File: config.mk
export PLATFORM = sky130hd
export DESIGN_NAME = tri_voice_scheduler
export DESIGN_NICKNAME = d
export VERILOG_FILES = /design/src/rtl/tri_voice_scheduler.sv
export SDC_FILE = /design/constraint.sdc
export NUM_CORES = 1
export LEC_CHECK = 0
export CORE_MARGIN = 10
export CORE_UTILIZATION = 45
export DETAILED_ROUTE_END_ITERATION = 16
export RECOVER_POWER = 50
export SYNTH_ARGS = -nofsm -noshare
export SYNTH_HDL_FRONTEND = slang
export SYNTH_SLANG_ARGS = --single-unit
File: constraint.sdc
create_clock -name clk -period 4.1 [get_ports clk]
set_clock_uncertainty 0.15 [all_clocks]
set_input_delay 1.025 -clock clk [delete_from_list [all_inputs] [get_ports clk]]
set_output_delay 1.025 -clock clk [all_outputs]
set_load 0.02 [all_outputs]
File: src/rtl/tri_voice_scheduler.sv
// tri_voice_scheduler
//   Time-multiplexed rate controller for a bank of triangle-wave oscillators.
//   One voice is serviced per clock in round-robin order; each voice has a
//   divider, a down-counter and an on bit.  A voice whose counter is zero in
//   its slot emits a one-cycle ena pulse and reloads, giving a pulse period
//   of VOICES*(div+1) cycles.
//
//   Optional feature: define TRI_SCHED_GLIDE_EN for portamento.  WRITEs to a
//   running voice then set a target divider, and div steps one unit toward it
//   on every ena pulse of that voice.
//
// Ports
//   clk, rst            clock, asynchronous active-low reset
//   cfg_valid/ready     config handshake (ready is low only while syncing)
//   cfg_op              0=WRITE 1=SYNC 2=MUTE_ALL 3=reserved (no effect)
//   cfg_voice/div/on    WRITE payload
//   ena[VOICES]         registered ena pulses, at most one bit high per cycle
//   active[VOICES]      per-voice on bits
module tri_voice_scheduler #(
   parameter int VOICES = 4,
   parameter int DIV_W  = 16,
   parameter int VID_W  = $clog2(VOICES)
) (
   input  logic              clk,
   input  logic              rst,
   input  logic              cfg_valid,
   output logic              cfg_ready,
   input  logic [1:0]        cfg_op,
   input  logic [VID_W-1:0]  cfg_voice,
   input  logic [DIV_W-1:0]  cfg_div,
   input  logic              cfg_on,
   output logic [VOICES-1:0] ena,
   output logic [VOICES-1:0] active
);
   localparam logic [1:0]       OP_WRITE = 2'd0;
   localparam logic [1:0]       OP_SYNC  = 2'd1;
   localparam logic [1:0]       OP_MUTE  = 2'd2;
   localparam logic [VID_W-1:0] LAST     = VID_W'(VOICES - 1);

   typedef enum logic {ST_RUN, ST_SYNC} state_t;

   state_t            state;
   logic [VID_W-1:0]  ptr;   // slot owner in RUN
   logic [VID_W-1:0]  s;     // sweep index in SYNC
   logic              acc, wr_acc, sync_acc, mute_acc, hold;
   logic [VOICES-1:0] fire, on;

   assign cfg_ready = (state == ST_RUN);
   assign acc       = cfg_valid & cfg_ready;
   assign wr_acc    = acc & (cfg_op == OP_WRITE);
   assign sync_acc  = acc & (cfg_op == OP_SYNC);
   assign mute_acc  = acc & (cfg_op == OP_MUTE);
   // No new pulse is launched in a cycle that mutes or starts a sweep, so
   // ena is quiet from the accepting edge onward.
   assign hold      = sync_acc | mute_acc;
   assign active    = on;

   always_ff @(posedge clk or negedge rst) begin
      if (!rst) begin
         state <= ST_RUN;
         ptr   <= '0;
         s     <= '0;
      end else begin
         case (state)
            ST_RUN: begin
               ptr <= (ptr == LAST) ? '0 : ptr + VID_W'(1);
               if (sync_acc) begin
                  state <= ST_SYNC;
                  s     <= '0;
               end
            end
            ST_SYNC: begin
               if (s == LAST) begin
                  state <= ST_RUN;
                  ptr   <= '0;
               end else begin
                  s <= s + VID_W'(1);
               end
            end
            default: state <= ST_RUN;
         endcase
      end
   end

   // svc is one-hot by construction (single ptr), so fire is at most one-hot.
   always_ff @(posedge clk or negedge rst) begin
      if (!rst) ena <= '0;
      else      ena <= fire;
   end

   for (genvar v = 0; v < VOICES; v++) begin : g_voice
      logic [DIV_W-1:0] div, cnt;
      logic             on_q, wr, svc, reload;

      // An out-of-range cfg_voice matches no lane and is silently dropped.
      assign wr      = wr_acc & (cfg_voice == VID_W'(v));
      // A write landing on the voice's own slot wins; the slot is skipped.
      assign svc     = (state == ST_RUN) & (ptr == VID_W'(v)) & ~wr & ~hold;
      assign reload  = (state == ST_SYNC) & (s == VID_W'(v));
      assign fire[v] = svc & on_q & (cnt == '0);
      assign on[v]   = on_q;

`ifdef TRI_SCHED_GLIDE_EN
      logic [DIV_W-1:0] tgt, step;

      always_comb begin
         step = div;
         if (div < tgt)      step = div + DIV_W'(1);
         else if (div > tgt) step = div - DIV_W'(1);
      end
`endif

      always_ff @(posedge clk or negedge rst) begin
         if (!rst) begin
            div  <= '0;
            cnt  <= '0;
            on_q <= 1'b0;
`ifdef TRI_SCHED_GLIDE_EN
            tgt  <= '0;
`endif
         end else begin
            if (wr) begin
`ifdef TRI_SCHED_GLIDE_EN
               // Running voice: only retarget, the glide happens per pulse.
               if (on_q) begin
                  tgt <= cfg_div;
               end else begin
                  div <= cfg_div;
                  tgt <= cfg_div;
                  cnt <= cfg_div;
               end
`else
               div <= cfg_div;
               cnt <= cfg_div;
`endif
               on_q <= cfg_on;
            end else if (reload) begin
               cnt <= div;
            end else if (svc & on_q) begin
               if (cnt == '0) begin
`ifdef TRI_SCHED_GLIDE_EN
                  div <= step;
                  cnt <= step;
`else
                  cnt <= div;
`endif
               end else begin
                  cnt <= cnt - DIV_W'(1);
               end
            end
            if (mute_acc) on_q <= 1'b0;
         end
      end
   end

endmodule

==> impl_metrics.toml, run 1 <==
[outcome]
status = "finished, violations left"
violations = "max-capacitance violations, max-slew violations"

[floorplanning]
die_x_um = 151
core_um2 = 16700
io_pins = 33
rows = 47
die_y_um = 151
initial_core_util = 0.461
dieArea_um2 = 22800

[synth]
synth_cell_type_count = 65
yosys.area.top_type = "dfrtp_1"
syn_nets = 910
synth_area_per_cell_um2 = 8.86
synth_edf_count = 0
yosysWarnings = 0
synth_top_area_frac = 0.458
netlist_instances = 870
ys_seq_area_frac = 0.458
syn_area_um2 = 7710
synth_ff_type = "dfrtp_1"
async_flop_share = 1.00
synth_area_leaders = "dfrtp_1 (46%), nand2_1 (11%), mux2i_1 (3.1%)"
synth_seq_cells = 141

[power]
power.total_uw = 5940
static-leakage-power_uw = 0.00390
ir_drop_mv = 0.361
p_per_area_nw_per_um2 = 676

[clocking]
cts_buffers = 17
clkSinkCount = 141
clock_latency_ns = 0.42
clk_pin_slew_worst_paths_ns = 0.05
tritoncts = "yes"
cts_setup_buffers = 0
cts-htree-levels = 4
cts-resized-gates = 0
cts.root.buffer_cell = "clkbuf_16"
holdBufCountCts = 0
cts.path.max_buffers = 2

[global_routing]
grtUsageTotal = 0.192
grt_pass1_vias = 6425
overflow = 0
antenna_found_initial = 0
grt_max_degree = 86
grt_pass1_wl_um = 34400

[worst_setup_path]
r2r-end = "g_voice[1].cnt[6]$_DFFE_PN0P_"
crit_chain = "dlygate4sd3_1, nor2b_1, a22o_1, nand2b_1, nor2_1, a221oi_1"
arrival_ns = 3.39
r2r_slack_ns = 1.12
path_delay_family = "simple AND/OR/NAND/NOR gates"
crit_type = "in -> reg"
max_stage_delay_ns = 0.71
rr_startpoint = "g_voice[1].cnt[12]$_DFFE_PN0P_"
critPathMaxFanout = 11
worstPathRequired_ns = 4.20
slowest_stage = "nor2_1"
path_buf_inv = 1
crit_path_end_kind = "flop"
reg2reg_depth = 5
critPathLaunchType = "primary input"

[place]
place_ws_ns = 0.435
routabilityCongestion = 0.899
dp_cells = 1085
dpl.hpwl_um = 14400
port_buffers = 32

[timing]
min_period_over_period = 0.803
worstMarginPinSlew_ns = 2.14
hold_violations = 0
min_period_ns = 3.29
tns_ns = 0
rsz0062_at_grt = "false"
clock.fmax_ghz = 0.304
setup-violations-final = 0
setup_ws_ns = 0.807
slew_violations = 86
slew_headroom = -0.424

[cells_and_area]
fillers = 1576
mostFrequentLayoutCells = "nand2_1 (235), dfrtp_1 (141), nor2_1 (35), o22ai_1 (32)"
antenna_cells = 0
fin_nets = 924
multiInputGateArea_um2 = 3840
drive_gt1_frac = 0.0747
regArea_um2 = 3530
layout_commonest_cell = "nand2_1"
area_growth_pct = 13.9
instances_no_fill = 1117

[worst_hold_path]
hold_end = "g_voice[0].div[13]$_DFFE_PN0P_"
hold_path.class = "reg -> reg"
worstHoldStart = "g_voice[0].div[13]$_DFFE_PN0P_"
holdPathStages = 2

[drt]
drc_errors = 0
wire_per_inst_um = 19.0
dr.first_iter.drc_count = 525
routed_wirelength_um = 21300
vias = 6471
vias_per_cell = 5.79
ant_nets = 0
first_pass_iters = 6

[flow_run]
cap_violations = 1
## registers in the layout (all words and copies together), names as in the netlist
register / cells
g_voice.cnt: 64
ptr: 2
s: 2
g_voice.on_q: 4
g_voice.div: 64
ena: 4
state: 1
## routing by layer
metal / part of all wire / vias to the layer above / track usage / wire length [µm]
met5: 0 / - / 0 / 0
met4: 0.020 / 0 / 0.0606 / 435
met3: 0.054 / 33 / 0.0456 / 1160
met2: 0.48 / 165 / 0.311 / 10300
met1: 0.44 / 3188 / 0.249 / 9430
li1: - / 3085 / - / -
## synth_stat cells, drive strengths merged, types with 7 or more instances
library cell  number
clkbuf            36
mux2i             24
a21oi             27
nor3              18
nor4              18
o22ai             32
xor2              22
dfrtp            141
buf               16
ha                16
or4               11
nand3b             7
nand2b             7
a22oi              8
o21ai             31
a31oi              9
nand4             10
nor2              38
xnor2             23
o31ai              7
inv               30
nand2            235
a22o              11
a221oi             8
nand3             11
## final cells by class
| type | count | area share |
|---|---|---|
| repair buffers | 47 | 0.0483 |
| multi-input cells | 647 | 0.438 |
| clock buffers | 25 | 0.0553 |
| flip-flops and latches | 141 | 0.402 |
| well taps | 220 | 0.0313 |
| inverters | 30 | 0.0128 |
| clock inverters | 7 | 0.0125 |
## report_power, final
part | internal, µW | switching, µW | total (µW)
clock | 1000 | 578 | 1580
combinational | 844 | 1040 | 1880
sequential | 1940 | 536 | 2480
total | 3790 | 2150 | 5940
## cells by family after synthesis
logic type      count (synthesis)  synth area share
flops                         141             0.458
mux                            25            0.0326
buf+inv                        82            0.0446
simple gates                  390             0.235
xor+xnor                       45            0.0511
fa+ha+maj                      16            0.0260
compound gates                171             0.152
## how the worst max path moves through the flow
stage                 startpoint                             end  slack (ns)  depth (start not counted)
floorplan           cfg_voice[0]  g_voice[0].cnt[15]$_DFFE_PN0P_        1.24                          7
global placement       cfg_op[0]   g_voice[1].cnt[4]$_DFFE_PN0P_        0.50                          6
detailed placement     cfg_op[0]   g_voice[1].cnt[6]$_DFFE_PN0P_        0.43                          6
CTS                    cfg_op[0]   g_voice[1].cnt[6]$_DFFE_PN0P_        0.88                          6
global route                 rst   g_voice[3].div[0]$_DFFE_PN0P_        0.38                          2
finish                 cfg_valid   g_voice[1].cnt[6]$_DFFE_PN0P_        0.81                          6
## metrics by stage
| stage | hold slack (ns) | instance area (µm²) | utilization |
|---|---|---|---|
| after global placement | 0.298 | 8200 | 0.491 |
| after floorplan | 0.283 | 7710 | - |
| after detailed placement | 0.303 | 8200 | 0.491 |
| after global routing | 0.346 | 8780 | 0.526 |
| final | 0.315 | 8780 | 0.526 |
| after CTS | 0.316 | 8790 | 0.526 |
## tightest hold or removal path: stages, from the launching register on
cell     delay [ns]
dfrtp_1        0.32
nand2_1        0.06
nand2_1        0.05
Power figures use the tool's default switching activity.
==> run 2: changes to the inputs <==
==> constraint.sdc (replaced) <==
create_clock -name clk -period 3.4 [get_ports clk]
set_clock_uncertainty 0.15 [all_clocks]
set_input_delay 0.85 -clock clk [delete_from_list [all_inputs] [get_ports clk]]
set_output_delay 0.85 -clock clk [all_outputs]
set_load 0.02 [all_outputs]
==> run 2 against run 1 <==
  * The flow still finishes with violations (max-capacitance violations, max-slew violations)
  * Largest power group unchanged
  * Flip-flop and latch count did not move
  * Via count rose by 1.6%
  * Total power rose by 23%
  * Critical path depth rose by 1
  * Utilization rose by 1.2 points
  * Final cell count rose by 1.4%
  * Die area did not move
  * Sequential power rose by 21%
  * Combinational power rose by 25%
  * Worst setup slack got worse by 0.42 ns
  * Global-route usage rose by 0.45 points
  * Count of clock-buffer cells in the layout fell by 3
  * Critical path type unchanged
==> impl_metrics.toml, run 2 (same netlist as run 1, synthesis figures left out) <==
[place]
routabilityCongestion = 0.840
port_buffers = 32
dpl.hpwl_um = 14700

[clocking]
cts_setup_buffers = 0
cts.root.buffer_cell = "clkbuf_16"
clkSinkCount = 141
cts-htree-levels = 4
cts-resized-gates = 0
clk_pin_slew_worst_paths_ns = 0.05
cts.path.max_buffers = 2
clock_latency_ns = 0.42
cts_buffers = 17
tritoncts = "yes"
holdBufCountCts = 0

[flow_run]
cap_violations = 1

[power]
switching_power_uw = 2620
clkPwrFrac = 0.267
swShare = 0.359
static-leakage-power_uw = 0.00401
ir_drop_mv = 0.477
seq_power_share = 0.410
comb_power_share = 0.323
p_per_area_nw_per_um2 = 812
internal-power_uw = 4680

[timing]
min_period_over_period = 0.887
rsz0062_at_grt = "false"
hold_violations = 0
tns_ns = 0
worstMarginPinSlew_ns = 2.21
clock.fmax_ghz = 0.332
slew_headroom = -0.472
setup-violations-final = 0
min_period_ns = 3.01
slew_violations = 44

[worst_setup_path]
startpoint = "cfg_valid"
arrival_ns = 3.20
crit_path_end_kind = "flop"
slowest_stage = "nor2_1"
worstPathRequired_ns = 3.59
path_delay_family = "simple AND/OR/NAND/NOR gates"
crit_chain = "dlygate4sd3_1, nor2b_1, clkbuf_1, a22o_1, nor2_1, o21ai_0, o21ai_0"
rr_startpoint = "g_voice[1].cnt[12]$_DFFE_PN0P_"
critPathLaunchType = "primary input"
critPathMaxFanout = 10
path_common_cell = "o21ai_0"
path_buf_inv = 2
max_stage_delay_ns = 0.72
crit_type = "in -> reg"

[drt]
dr.first_iter.drc_count = 680
vias_per_cell = 5.80
vias = 6576
wire_per_inst_um = 19.1
drc_errors = 0
routed_wirelength_um = 21700
ant_nets = 0
first_pass_iters = 5

[cells_and_area]
finish.utilization = 0.538
antenna_cells = 0
layout_commonest_cell = "nand2_1"
drive_gt1_frac = 0.0920
mostFrequentLayoutCells = "nand2_1 (235), dfrtp_1 (141), nor2_1 (35), o22ai_1 (32)"
area_growth_pct = 16.5
reg_top3 = "g_voice.cnt x64, g_voice.div x64"
fin_nets = 942
fillers = 1549

[floorplanning]
die_x_um = 151
die_y_um = 151
io_pins = 33
dieArea_um2 = 22800
rows = 47
core_um2 = 16700
initial_core_util = 0.461

[global_routing]
grt_max_degree = 63
grt_pass1_vias = 6670
grtUsageTotal = 0.197
antenna_found_initial = 0
grt_pass1_wl_um = 35200
overflow = 0

[outcome]
status = "finished, violations left"
violations = "max-capacitance violations, max-slew violations"

[worst_hold_path]
hold_path.class = "reg -> reg"
worstHoldStart = "g_voice[2].div[13]$_DFFE_PN0P_"
## run 2: final cells by class
class | count | area (µm²) | area share
well taps | 220 | 275 | 0.0307
clock inverters | 8 | 140 | 0.0156
inverters | 30 | 113 | 0.0125
repair buffers | 65 | 613 | 0.0683
clock buffers | 22 | 464 | 0.0517
flip-flops and latches | 141 | 3530 | 0.393
multi-input cells | 647 | 3840 | 0.428
## run 2: metrics by stage
| step | worst slack [ns] | instances | hold WS, ns | power [µW] | instance area [µm²] |
|---|---|---|---|---|---|
| floorplan | 0.719 | 870 | 0.283 | 4610 | 7710 |
| global placement | 0.104 | 1103 | 0.301 | 5240 | 8380 |
| detailed placement | 0.0550 | 1103 | 0.308 | 5340 | 8380 |
| CTS | 0.423 | 1133 | 0.215 | 7320 | 8980 |
| global route | 0.181 | 1133 | 0.338 | 7800 | 8980 |
| finish | 0.386 | 1133 | 0.317 | 7290 | 8980 |
## run 2: per-layer routing
metal | wire length (µm) | GRT usage
met1 | 9810 | 0.254
met5 | 0 | 0
met4 | 331 | 0.0577
met2 | 10600 | 0.326
met3 | 939 | 0.0403
## run 2: power by group through the flow
stage               clock [µW]  combinational [µW]  sequential (µW)
finish                    1950                2350             2990
global route              2050                2650             3100
CTS                       1980                2350             2980
detailed placement           0                2340             3000
global placement             0                2250             2980
floorplan                    0                1810             2800
## run 2: final timing paths
path | to | slack, ns | cells past startpoint
setup / recovery | g_voice[0].cnt[12]$_DFFE_PN0P_ | 0.39 | 7
max in group asynchronous | g_voice[0].cnt[13]$_DFFE_PN0P_ | 0.56 | 2
hold / removal | g_voice[2].div[13]$_DFFE_PN0P_ | 0.32 | 2
hold reg to reg | g_voice[2].div[13]$_DFFE_PN0P_ | 0.32 | 2
min in group asynchronous | g_voice[2].div[12]$_DFFE_PN0P_ | 1.07 | 1
setup reg to reg | g_voice[1].cnt[8]$_DFFE_PN0P_ | 0.47 | 5
## run 2: worst min-delay path: cells and delay by family (launching register included)
| kind | cells | cell delay, ns |
|---|---|---|
| flip-flops | 1 | 0.33 |
| AND/OR/NAND/NOR | 2 | 0.10 |
==> RTL change (flow settings as in run 2) <==
Make the reset (`rst`) synchronous in 3 clocked blocks. Comments in the files are not updated.
--- a/src/rtl/tri_voice_scheduler.sv
+++ b/src/rtl/tri_voice_scheduler.sv
@@ -56,5 +56,5 @@
    assign active    = on;
 
-   always_ff @(posedge clk or negedge rst) begin
+   always_ff @(posedge clk) begin
       if (!rst) begin
          state <= ST_RUN;
@@ -84,5 +84,5 @@
 
    // svc is one-hot by construction (single ptr), so fire is at most one-hot.
-   always_ff @(posedge clk or negedge rst) begin
+   always_ff @(posedge clk) begin
       if (!rst) ena <= '0;
       else      ena <= fire;
@@ -111,5 +111,5 @@
 `endif
 
-      always_ff @(posedge clk or negedge rst) begin
+      always_ff @(posedge clk) begin
          if (!rst) begin
             div  <= '0;
Formal check against the unedited RTL: differs if rst is asserted again (counterexample within 4 cycles, from zero or initial values and one cycle with rst low); with rst held inactive, the same outputs for 10 cycles.
==> RTL change against run 2 <==
- maximum frequency down 1.8%
- setup slack worse by 54 ps
- routed wire length increased by 5.5%
- synthesized area down 1.3%
- sequential cell count stayed put
- synthesized cell count rose by 12%
- design area decreased by 2.3%
- highest routed layer unchanged
Power is not compared: it rests on default switching activity, and its combinational part moved more than twofold at a synthesized area within 25%.
==> RTL change: results (changes against run 2) <==
[detailed_routing]
wire_per_inst_um=18.7  ; -2.2%
wl_met2_um=10700  ; +0.92%
route.vias.total=7090  ; +7.8%
wl_met1_um=10700  ; +9.6%
dr_wl_met3_um=1090  ; +16%
drtIter0Drc=694  ; +2.1%

[global_route]
grt.met2_usage_pct=32.7  ; +0.089 points
grt_start_max_net_pins=35  ; -44%
first_global_vias=6678  ; +0.12%
grt_util_all_layers_pct=20.3  ; +0.66 points

[logic_synthesis]
synthArstFlopShare_pct=0  ; -100 points
synth_ff_type=dfxtp_1
synth.area.mux_share_pct=3.16  ; -0.11 points
synth_xor_area_share_pct=4.72  ; -0.39 points
synth_compound_area_share_pct=23.3  ; +8.0 points
avgSynthCellArea_sq_um=7.84  ; -12%
synth_area_leaders=dfxtp_1, nand2_1, a21oi_1

[critical_path]
crit_family=buffers and inverters
r2r_slack_ps=570  ; +100 ps
path_max_fanout=18  ; +8
cp_slowest_cell=or4b_1
max_stage_delay_ps=650  ; -70 ps
r2r-end=g_voice[2].cnt[11]
r2r_start=g_voice[2].cnt[5]

[sta]
relSlewSlack_pct=14.6  ; +62 points
timing.hold.ws_ps=302  ; -15.4 ps

[place]
routabilityCongestion=0.840  ; about the same
hpwlAfterDp_um=15300  ; +4.0%
dp_cells=1190  ; +7.9%
place_area_sq_um=8210  ; -2.0%

[worst_hold_path]
holdCritStartpoint=g_voice[1].div[2]

[layout]
n_antenna_cell=0  ; unchanged
drive_above_1_share_pct=8.68  ; -0.52 points

[run_status]
run_status=completed

## RTL change: through the flow
stage / setup slack [ps] / util [%]
2_1_floorplan: 626 / -
3_3_place_gp: 105 / 49.5
3_5_place_dp: 72.8 / 49.5
4_1_cts: 496 / 53.1
5_1_grt: 148 / 52.9
6_report: 332 / 52.9
## RTL change: how the worst max path moves through the flow
stage,end,cells past startpoint
floorplan,g_voice[3].div[5],7
global placement,g_voice[1].cnt[15],8
detailed placement,g_voice[1].cnt[15],8
CTS,g_voice[1].cnt[15],8
global route,g_voice[1].cnt[15],8
finish,g_voice[0].cnt[10],7
## RTL change: final cells by class
cell class,instances,area (sq um)
repair buffers,74,634
flip-flops and latches,141,2820
inverters,21,78.8
well taps,220,275
clock buffers,17,425
multi-input cells,734,4370
fillers,1656,7810
clock inverters,15,166
## RTL change: where the power goes
part           switching [mW]  internal (mW)
sequential             0.0582           1.70
combinational           0.576          0.390
clock                   0.789           1.09
